`config.mk`:
```
export PLATFORM = sky130hd
export DESIGN_NAME = fb_scan_reader
export DESIGN_NICKNAME = d
export VERILOG_FILES = /design/src/rtl/fb_scan_reader.sv
export SDC_FILE = /design/constraint.sdc
export NUM_CORES = 1
export LEC_CHECK = 0
export CAP_MARGIN = 30
export CORE_MARGIN = 5
export CORE_UTILIZATION = 40
export DETAILED_ROUTE_END_ITERATION = 10
export HOLD_SLACK_MARGIN = 0.08
export MAX_ROUTING_LAYER = met4
export PLACE_DENSITY = 0.85
export SKIP_LAST_GASP = 1
export SYNTH_ARGS = -nofsm -noshare
export SYNTH_HDL_FRONTEND = slang
export SYNTH_SLANG_ARGS = --single-unit
export TNS_END_PERCENT = 30
```
`constraint.sdc`:
```
create_clock -name clk -period 3 [get_ports clk]
set_input_delay 0.6 -clock clk [delete_from_list [all_inputs] [get_ports clk]]
set_output_delay 0.6 -clock clk [all_outputs]
set_load 0.02 [all_outputs]
```
`src/rtl/fb_scan_reader.sv`:
```
`default_nettype none
// ============================================================================
// Module   : fb_scan_reader
// Brief    : Frame-buffer scanout read path, intensity-to-RGB mapping and
//            vblank-synchronised double-buffer bank select.
//            Optional erase-behind-scan enabled by macro FB_ERASE_ON_READ_EN.
// Revision : 1.0  initial release
// ============================================================================
module fb_scan_reader #(
    parameter int H_ACTIVE   = 640,
    parameter int V_ACTIVE   = 480,
    parameter int RD_LAT     = 2,
    parameter bit MONO_GREEN = 1'b1
) (
    input  logic        clk,
    input  logic        rst,
    input  logic [8:0]  row,
    input  logic [9:0]  col,
    input  logic        en_r,
    input  logic        vblank,
    output logic [18:0] rd_addr,
    output logic        rd_en,
    input  logic [3:0]  rd_data,
    output logic        buf_sel,
    input  logic        swap_req,
    output logic        swap_ack,
    output logic [18:0] clr_addr,
    output logic        clr_we,
    output logic [3:0]  red_out,
    output logic [3:0]  green_out,
    output logic [3:0]  blue_out
);

    localparam logic [8:0] C_V_LIM = 9'(V_ACTIVE);
    localparam logic [9:0] C_H_LIM = 10'(H_ACTIVE);

    typedef enum logic [1:0] {
        S_IDLE = 2'd0,
        S_PEND = 2'd1,
        S_ACK  = 2'd2,
        S_WAIT = 2'd3
    } state_t;

    logic [18:0]       addr_calc;
    logic              rd_en_d;
    logic              rd_en_q;
    logic [18:0]       rd_addr_q;
    logic [RD_LAT-1:0] vld_q;
    logic [11:0]       rgb_q;
    state_t            state_q, state_d;
    logic              buf_sel_q, buf_sel_d;

    generate
        if (H_ACTIVE == 640) begin : g_addr_shift
            // row*640 = row*512 + row*128
            assign addr_calc = ({10'd0, row} << 9) + ({10'd0, row} << 7) + {9'd0, col};
        end else begin : g_addr_mul
            assign addr_calc = 19'(row) * 19'(H_ACTIVE) + 19'(col);
        end
    endgenerate

    assign rd_en_d = en_r && (row < C_V_LIM) && (col < C_H_LIM);

    always_ff @(posedge clk) begin
        if (rst) begin
            rd_en_q   <= 1'b0;
            rd_addr_q <= '0;
            vld_q     <= '0;
            rgb_q     <= '0;
        end else begin
            rd_en_q   <= rd_en_d;
            rd_addr_q <= addr_calc;
            vld_q[0]  <= rd_en_q;
            for (int i = 1; i < RD_LAT; i++) begin
                vld_q[i] <= vld_q[i-1];
            end
            if (vld_q[RD_LAT-1]) begin
                rgb_q <= MONO_GREEN ? {4'h0, rd_data, 4'h0} : {rd_data, rd_data, rd_data};
            end else begin
                rgb_q <= '0;
            end
        end
    end

    assign rd_en     = rd_en_q;
    assign rd_addr   = rd_addr_q;
    assign red_out   = rgb_q[11:8];
    assign green_out = rgb_q[7:4];
    assign blue_out  = rgb_q[3:0];

`ifdef FB_ERASE_ON_READ_EN
    logic [18:0] addr_pipe_q [RD_LAT];

    // Address travels alongside the valid bit so the erase hits exactly the pixel just read.
    always_ff @(posedge clk) begin
        if (rst) begin
            for (int i = 0; i < RD_LAT; i++) begin
                addr_pipe_q[i] <= '0;
            end
        end else begin
            addr_pipe_q[0] <= rd_addr_q;
            for (int i = 1; i < RD_LAT; i++) begin
                addr_pipe_q[i] <= addr_pipe_q[i-1];
            end
        end
    end

    assign clr_we   = vld_q[RD_LAT-1] & ~rst;
    assign clr_addr = addr_pipe_q[RD_LAT-1];
`else
    assign clr_we   = 1'b0;
    assign clr_addr = '0;
`endif

    always_ff @(posedge clk) begin
        if (rst) begin
            state_q   <= S_IDLE;
            buf_sel_q <= 1'b0;
        end else begin
            state_q   <= state_d;
            buf_sel_q <= buf_sel_d;
        end
    end

    // A request must sit in PEND for at least one cycle before a vblank can grant it.
    always_comb begin
        state_d   = state_q;
        buf_sel_d = buf_sel_q;
        case (state_q)
            S_IDLE: if (swap_req) state_d = S_PEND;
            S_PEND: begin
                if (!swap_req) begin
                    state_d = S_IDLE;
                end else if (vblank) begin
                    state_d   = S_ACK;
                    buf_sel_d = ~buf_sel_q;
                end
            end
            S_ACK:  state_d = S_WAIT;
            S_WAIT: if (!swap_req) state_d = S_IDLE;
            default: state_d = S_IDLE;
        endcase
    end

    assign buf_sel  = buf_sel_q;
    assign swap_ack = (state_q == S_ACK);

endmodule
`default_nettype wire

```
After elaboration in Yosys (flattened, before gate mapping)
Cells that the tools add are included.
{"block": "word_totals", "ff_bits": 37, "output_inout_bits": 54, "wordCells": 30}
{"block": "op_classes", "mux": 5, "add_sub_neg": 2, "n_reduce_logical": 6, "n_lt_le_gt_ge": 2, "eq_ne": 6, "bitwise": 2}
{"op": "adder 18 x 16 -> 19 bit", "count": 1}
{"op": "adder 19 x 10 -> 19 bit", "count": 1}
{"op": "less-than comparator 10 bit (second input constant)", "count": 1}
{"op": "less-than comparator 9 bit (second input constant)", "count": 1}
{"op": "2-to-1 mux 2 bit", "count": 4}
{"op": "case mux 2 bit (4 select lines)", "count": 1}
{"op": "AND reduction 3 bit", "count": 2}
{"op": "equality test 2 bit (second input constant)", "count": 2}
{"op": "!= test 2 bit (second input constant)", "count": 2}
{"op": "!= test 3 bit (second input constant)", "count": 1}
{"op": "equality test 2 x 1 -> 1 bit (second input constant)", "count": 1}
{"op": "logical AND 1 bit", "count": 2}
{"op": "zero test 2 bit", "count": 1}
{"op": "inverter 1 bit", "count": 2}
{"op": "OR reduction 2 bit", "count": 1}

Logic depth before layout (Yosys ltp)
Gate-level depths: netlist (run 1).
{"block": "depth", "depth_word": 3, "ltp_mapped": 8, "depth_no_buf": 8}

Least setup slack after synthesis (run 1)
Ideal clock, no wire load.
{"block": "synth_timing", "path_type": "input-to-reg", "start": "in row[0]", "end": "reg rd_addr_q[14] (netlist: rd_addr[14])", "n_path_buf": 0, "arrival_time_ns": 2.390, "path_slack_ns": 0.486, "setup_time_ns": 0.123, "stages": 7, "path_cell_list": "fa_1 > inv_1 > fa_1 > nand2b_1 > a21oi_1 > a31oi_1 > mux2_1"}
{"block": "synth_between", "elab_chain_len": 2}
{"element": "start: declaration", "line_no": "17", "rtl": "input logic [8:0] row,"}
{"element": "adder 18 x 16 -> 19 bit", "line_no": "56", "rtl": "assign addr_calc = ({10'd0, row} << 9) + ({10'd0, row} << 7) + {9'd0, col};"}
{"element": "adder 19 x 10 -> 19 bit", "line_no": "56"}
{"element": "end signal: assignment", "line_no": "72", "rtl": "rd_addr_q <= addr_calc;"}
{"element": "end: declaration", "line_no": "47", "rtl": "logic [18:0] rd_addr_q;"}
No other way between the ends.
A chain may end at the register's enable or synchronous reset.

Final worst setup path (run 1)
Same ends and word-level chain as after synthesis.

==> results.md, run 1 <==
- CTS sink count: 29
- Setup violation total in the final timing report: 0
- Syn Area/Cell: ~9.6 um^2
- Pre-CTS WS: -0.0586 ns
- Number of I/O port buffers: between 50 and 60
- CP Max Fanout: 2
- ANT nets after route: 0
- Remaining global-route overflow: 0
- Busiest grt layer: met2
- Drt drc: 0
- Worst slew pin tran: ~0.51 ns
- Ys flop type: dfxtp_1
- Share of Yosys cell area claimed by the top area cell type: 0.363
- Drt total wl: about 3.4 mm
- First-pass GRT wire length: 5.24 mm
- Drt first pass iters: 4
- Via density: roughly 4.5
- Slew Viols, Final: 0
- Layout cells sized above 1: 0.0485
- CTS clk-pin slew, worst paths: ~0.07 ns
- Fmax: roughly 360 MHz
- Final min period: roughly 2.8 ns
- Via count: around 1200
- Clock Latency Late Sink: roughly 0.27 ns
- Syn Std Cell Area: ~0.0016 mm^2
- Seq cells post-synth: 29
- CTS Buf Count: 5
- Hpwl dp: between 2 and 3 mm
- CTS tree: yes
- Antenna Diode Count: 0
- Post-CTS sizing: 0
- Async set or reset register ratio after synthesis: 0
- CP required: around 3.2 ns
- Top cells by area, synth: dfxtp_1, ha_1, buf_4
- Final Non-Filler Cells: 277
- Run status: completed
- Max Cap Viol: 0
- Largest area contributor in the netlist: dfxtp_1
- Antenna violations before repair: 0
- Met3 global-route usage: 0.0455
- Crit path kind: primary input to flip-flop
- GRT met1 Usage: 0.146
- HP Class: flip-flop to flip-flop
- Critical Path End Type: flip-flop
- Setup TNS: 0 ns
- Reg2reg path depth: 4
- Most common cell in the synthesized netlist: dfxtp_1
- Synth Instances: approximately 170
- M2 GR Usage: 0.221
- Crit path DAT: between 2 and 3 ns
- Post-synth cell types: 34
- Postcts setup bufs: 0
- I/O pin count: 82
- Warnings, synthesis: 0
- Pwr Total: ~1.2 mW
- Leak: slightly below 1 nW
- # hold bufs at CTS: 0
- Worst relative slew slack: 0.658
- RSZ-0062 raised after global routing: no
- Die area: 0.00536 mm^2
- Vias in the first global route: ~1200
- Clock Skews: about 0.0035 ns
- Pin count of the biggest net entering global routing: 15
- Pwr Density: roughly 530 mW/mm^2
- Syn-to-layout area delta: 38.2%
- DRT iter0 DRCs: 28
- CTS Root Cell: clkbuf_8
- Die height: 73.2 um
- CTS H-tree lvls: 2
- Number of flops mapped to enable cells by yosys: 0
- Clk buf depth: 2
- Sequential-to-total area share from yosys stat: 0.363
- Initial Utilization: 0.405
- Core Footprint: around 0.0039 mm^2
- Hold Vio Cnt, Final: 0
- Total Routing Usage GR: 0.135
- Cell count after placement: between 200 and 300
- CP startpoint kind: primary input
- Final worst slack: ~0.24 ns
- R2R setup slack: a little under 2 ns
- Synth top cells by count: dfxtp_1, buf_4, ha_1
- Fin crit share: 0.918
- GPL Wtd Cong: around 0.83
- Nets: 273
- VDD IR-drop max: between 0.0002 and 0.0003 V
- Wire per inst: around 12 um
- Hold Crit Depth: 1
- Die X-Extent: between 70 and 80 um
- FP Rows: 23
## power by group
part           internal [mW]  total (mW)  switching, mW  leakage (nW)
sequential             0.417       0.427        0.00990         0.240
combinational          0.153       0.330          0.177         0.686
clock                  0.270       0.412          0.142        0.0585
total                  0.840        1.17          0.329         0.984
## area by class of cell
| cell class | count | area, um^2 |
|---|---|---|
| repair buffers | 56 | 553 |
| well taps | 50 | 62.6 |
| clock inverters | 1 | 30.0 |
| fillers | 363 | 1730 |
| multi-input cells | 128 | 873 |
| clock buffers | 7 | 86.3 |
| inverters | 6 | 22.5 |
| flip-flops and latches | 29 | 581 |
## stage by stage
| step | hold WS, ns | area (um^2) | util |
|---|---|---|---|
| 3_3_place_gp | 0.421 | 2090 | 0.531 |
| 2_1_floorplan | 0.414 | 1700 | - |
| 3_5_place_dp | 0.432 | 2090 | 0.531 |
| 6_report | 0.442 | 2210 | 0.560 |
| 5_1_grt | 0.466 | 2210 | 0.560 |
| 4_1_cts | 0.449 | 2210 | 0.560 |
## layout by cell type, fill, tap and decap left out, types with 4 or more instances in the layout
master	synthesis	layout
dfxtp_1	29	29
clkbuf_8	0	6
nor2_1	9	9
clkdlybuf4s50_1	0	53
nand2_1	4	4
nor2b_1	16	16
a211oi_1	4	4
conb_1	1	28
o21a_1	4	4
and2_1	4	4
inv_1	6	6
ha_1	17	17
a21oi_1	10	10
## worst paths after layout
check                 to       start
max reg2reg      buf_sel  state_q[0]
min reg2reg     vld_q[1]    vld_q[0]
max          rd_addr[14]      row[0]
min             vld_q[1]    vld_q[0]
## registers in the layout (all words and copies together), names as in the netlist, named ones only
| register | cells |
|---|---|
| rgb_q | 4 |
| rd_addr | 19 |
| rd_en | 1 |
| state_q | 1 |
| buf_sel | 1 |
| vld_q | 2 |
## routing by layer
layer,up-vias,part of all wire
li1,635,-
met1,544,0.40
met2,51,0.50
met3,4,0.088
met4,0,0.015
met5,-,0
## cell families (layout without fill, tap and decap cells)
family | Yosys count | in the layout | synth area share
flip-flops | 29 | 29 | 0.363
AND/OR/NAND/NOR | 45 | 45 | 0.160
multiplexers | 1 | 1 | 0.00705
XOR/XNOR | 4 | 4 | 0.0219
AO/OA/AOI/OAI | 31 | 31 | 0.134
other | 1 | 28 | 0.00235
buffers and inverters | 37 | 70 | 0.153
adder cells (fa/ha/maj) | 19 | 19 | 0.158
## worst max-delay path: stages
cell and delay, ns:
clkdlybuf4s50_1 0.46, fa_1 0.57, inv_1 0.07, fa_1 0.44, nand2b_1 0.18, a21oi_1 0.19
a31oi_1 0.11, mux2_1 0.31
Note: power is estimated with default switching activity, not from simulation.
==> run 2: changes to the inputs <==
CORE_UTILIZATION = 50   (was 40)
CTS_CLUSTER_SIZE = 24   (was default)
DONT_BUFFER_PORTS = 1   (was default)
PLACE_DENSITY = 0.69   (was 0.85)
==> run 2 against run 1 <==
Against the previous run:
- worst hold slack got worse by 0.12 ns
- cell count shrank 22%
- fmax rose by 18%
- flip-flop and latch count stayed put
- sequential power grew 9.4%
- clock skew is 0.0011 ns higher
- wire length shrank 6.1%
- worst setup slack gained 0.43 ns
- first-iteration DRC count rose by 71%
- count of clock-buffer cells in the layout fell by 1
- critical path depth decreased by 1
- core utilization decreased by 4.2 points
- critical endpoint unchanged
- largest cell class unchanged
==> results.md, run 2 (synthesized netlist as in run 1, its figures left out) <==
- CTS Buf Count: 5 (unchanged)
- Number of I/O port buffers: 0 (-100%)
- Hpwl dp: 2.50 mm (-11%)
- Antenna Diode Count: 0 (unchanged)
- Crit path DAT: 2.55 ns (-0.38 ns)
- CTS Root Cell: clkbuf_4
- CP required: 3.23 ns (+0.06 ns)
- Cell count after placement: 207 (-23%)
- CTS H-tree lvls: 2 (unchanged)
- GRT met1 Usage: 0.157 (+0.0107)
- Pin count of the biggest net entering global routing: 28 (+13)
- Via density: 4.93 (+11%)
- Leading cell type in the layout, fill and taps excluded: dfxtp_1
- Vias in the first global route: 1024 (-13%)
- Hold Vio Cnt, Final: 0 (unchanged)
- Slew Viols, Final: 0 (unchanged)
- Nets: 217 (-21%)
- VDD IR-drop max: 0.000293 V (+9.7%)
- Wire per inst: 14.6 um (+21%)
- CP Max Fanout: 2 (unchanged)
- Pwr Density: 555 mW/mm^2 (+4.8%)
- Drt first pass iters: 4 (unchanged)
- Die height: 66.5 um (-9.1%)
- Setup violation total in the final timing report: 0 (unchanged)
- Max FFs per register: 19 (unchanged)
- Critical Path End Type: flip-flop
- Final min period: 2.33 ns (-0.428 ns)
- CTS sink count: 29 (unchanged)
- Die X-Extent: 66.5 um (-9.1%)
- ANT nets after route: 0 (unchanged)
- Max Cap Viol: 0 (unchanged)
- First-pass GRT wire length: 4.77 mm (-9.0%)
- Fmax: 430 MHz (+18%)
- Total Routing Usage GR: 0.150 (+0.0154)
- Crit path kind: primary input to flip-flop
- Setup TNS: 0 ns (unchanged)
- Via count: 1059 (-14%)
- Fin crit share: 0.776 (-0.143)
- Die area: 0.00443 mm^2 (-17%)
- Clock Latency Late Sink: 0.32 ns (+0.05 ns)
- Commonest cells after routing, fill and taps aside: dfxtp_1, conb_1, ha_1
- Busiest grt layer: met2
- Remaining global-route overflow: 0 (unchanged)
- RSZ-0062 raised after global routing: no
- Initial Utilization: 0.523 (+0.118)
- M2 GR Usage: 0.247 (+0.0251)
- Leak: 0.744 nW (-24%)
- Drt drc: 0 (unchanged)
- CP startpoint kind: primary input
- Syn-to-layout area delta: -0.940%
- DRT iter0 DRCs: 48 (+71%)
- Postcts setup bufs: 0 (unchanged)
- HP Class: primary input to flip-flop
- Clk buf depth: 2 (unchanged)
- I/O pin count: 82 (unchanged)
- GPL Wtd Cong: 0.776 (-6.5%)
- Met3 global-route usage: 0.0573 (+0.0119)
- Drt total wl: 3.15 mm (-6.1%)
- Core Footprint: 0.00305 mm^2 (-23%)
- CTS clk-pin slew, worst paths: 0.10 ns (+0.03 ns)
- Post-CTS sizing: 0 (unchanged)
- Layout cells sized above 1: 0.0468 (-0.00167)
- FP Rows: 20 (-13%)
- # hold bufs at CTS: 0 (unchanged)
- Run status: completed
- # fillers: 307 (-15%)
- Antenna violations before repair: 0 (unchanged)
- Clock Skews: 0.00465 ns (+0.00114 ns)
- Final Non-Filler Cells: 215 (-22%)
- CTS tree: yes
==> run 2: power breakdown <==
group          switching [mW]  internal [mW]
registers              0.0497          0.417
clock network           0.137         0.0891
logic                   0.115         0.0707
==> run 2: area by class of cell <==
cell class / count / area, um^2 / area share
clock inverters: 2 / 10.0 / 0.00632
clock buffers: 6 / 41.3 / 0.0261
well taps: 44 / 55.1 / 0.0348
inverters: 6 / 22.5 / 0.0142
flip-flops and latches: 29 / 581 / 0.367
multi-input cells: 128 / 873 / 0.552
==> run 2: path summary, 6_finish.rpt <==
kind,from,end,slack (ns),cells after the start
worst max-delay path,row[0],rd_addr[14],0.67,7
worst min register to register,vld_q[0],vld_q[1],0.44,1
worst min-delay path,rst,rd_addr[9],0.33,1
worst max register to register,state_q[0],buf_sel,1.95,4
==> run 2: metal layers <==
metal / vias up / routed length, um
li1: 520 / -
met1: 478 / 1220
met2: 55 / 1490
met3: 6 / 363
met4: 0 / 68
met5: - / 0
==> run 2: critical path, cell delays in order <==
cell and delay, ns:
fa_1 0.56, inv_1 0.07, fa_1 0.45, nand2b_1 0.18
a21oi_1 0.23, a31oi_1 0.14, mux2_1 0.33
==> run 2: stage by stage <==
stage	power (mW)	util	setup WS [ns]	hold slack [ns]	area, um^2
3_3_place_gp	0.654	0.502	0.425	0.419	1530
2_1_floorplan	0.659	-	0.486	0.414	1700
5_1_grt	0.933	0.518	0.588	0.308	1580
6_report	0.879	0.518	0.673	0.325	1580
4_1_cts	0.885	0.518	0.688	0.318	1580
3_5_place_dp	0.659	0.502	0.333	0.429	1530
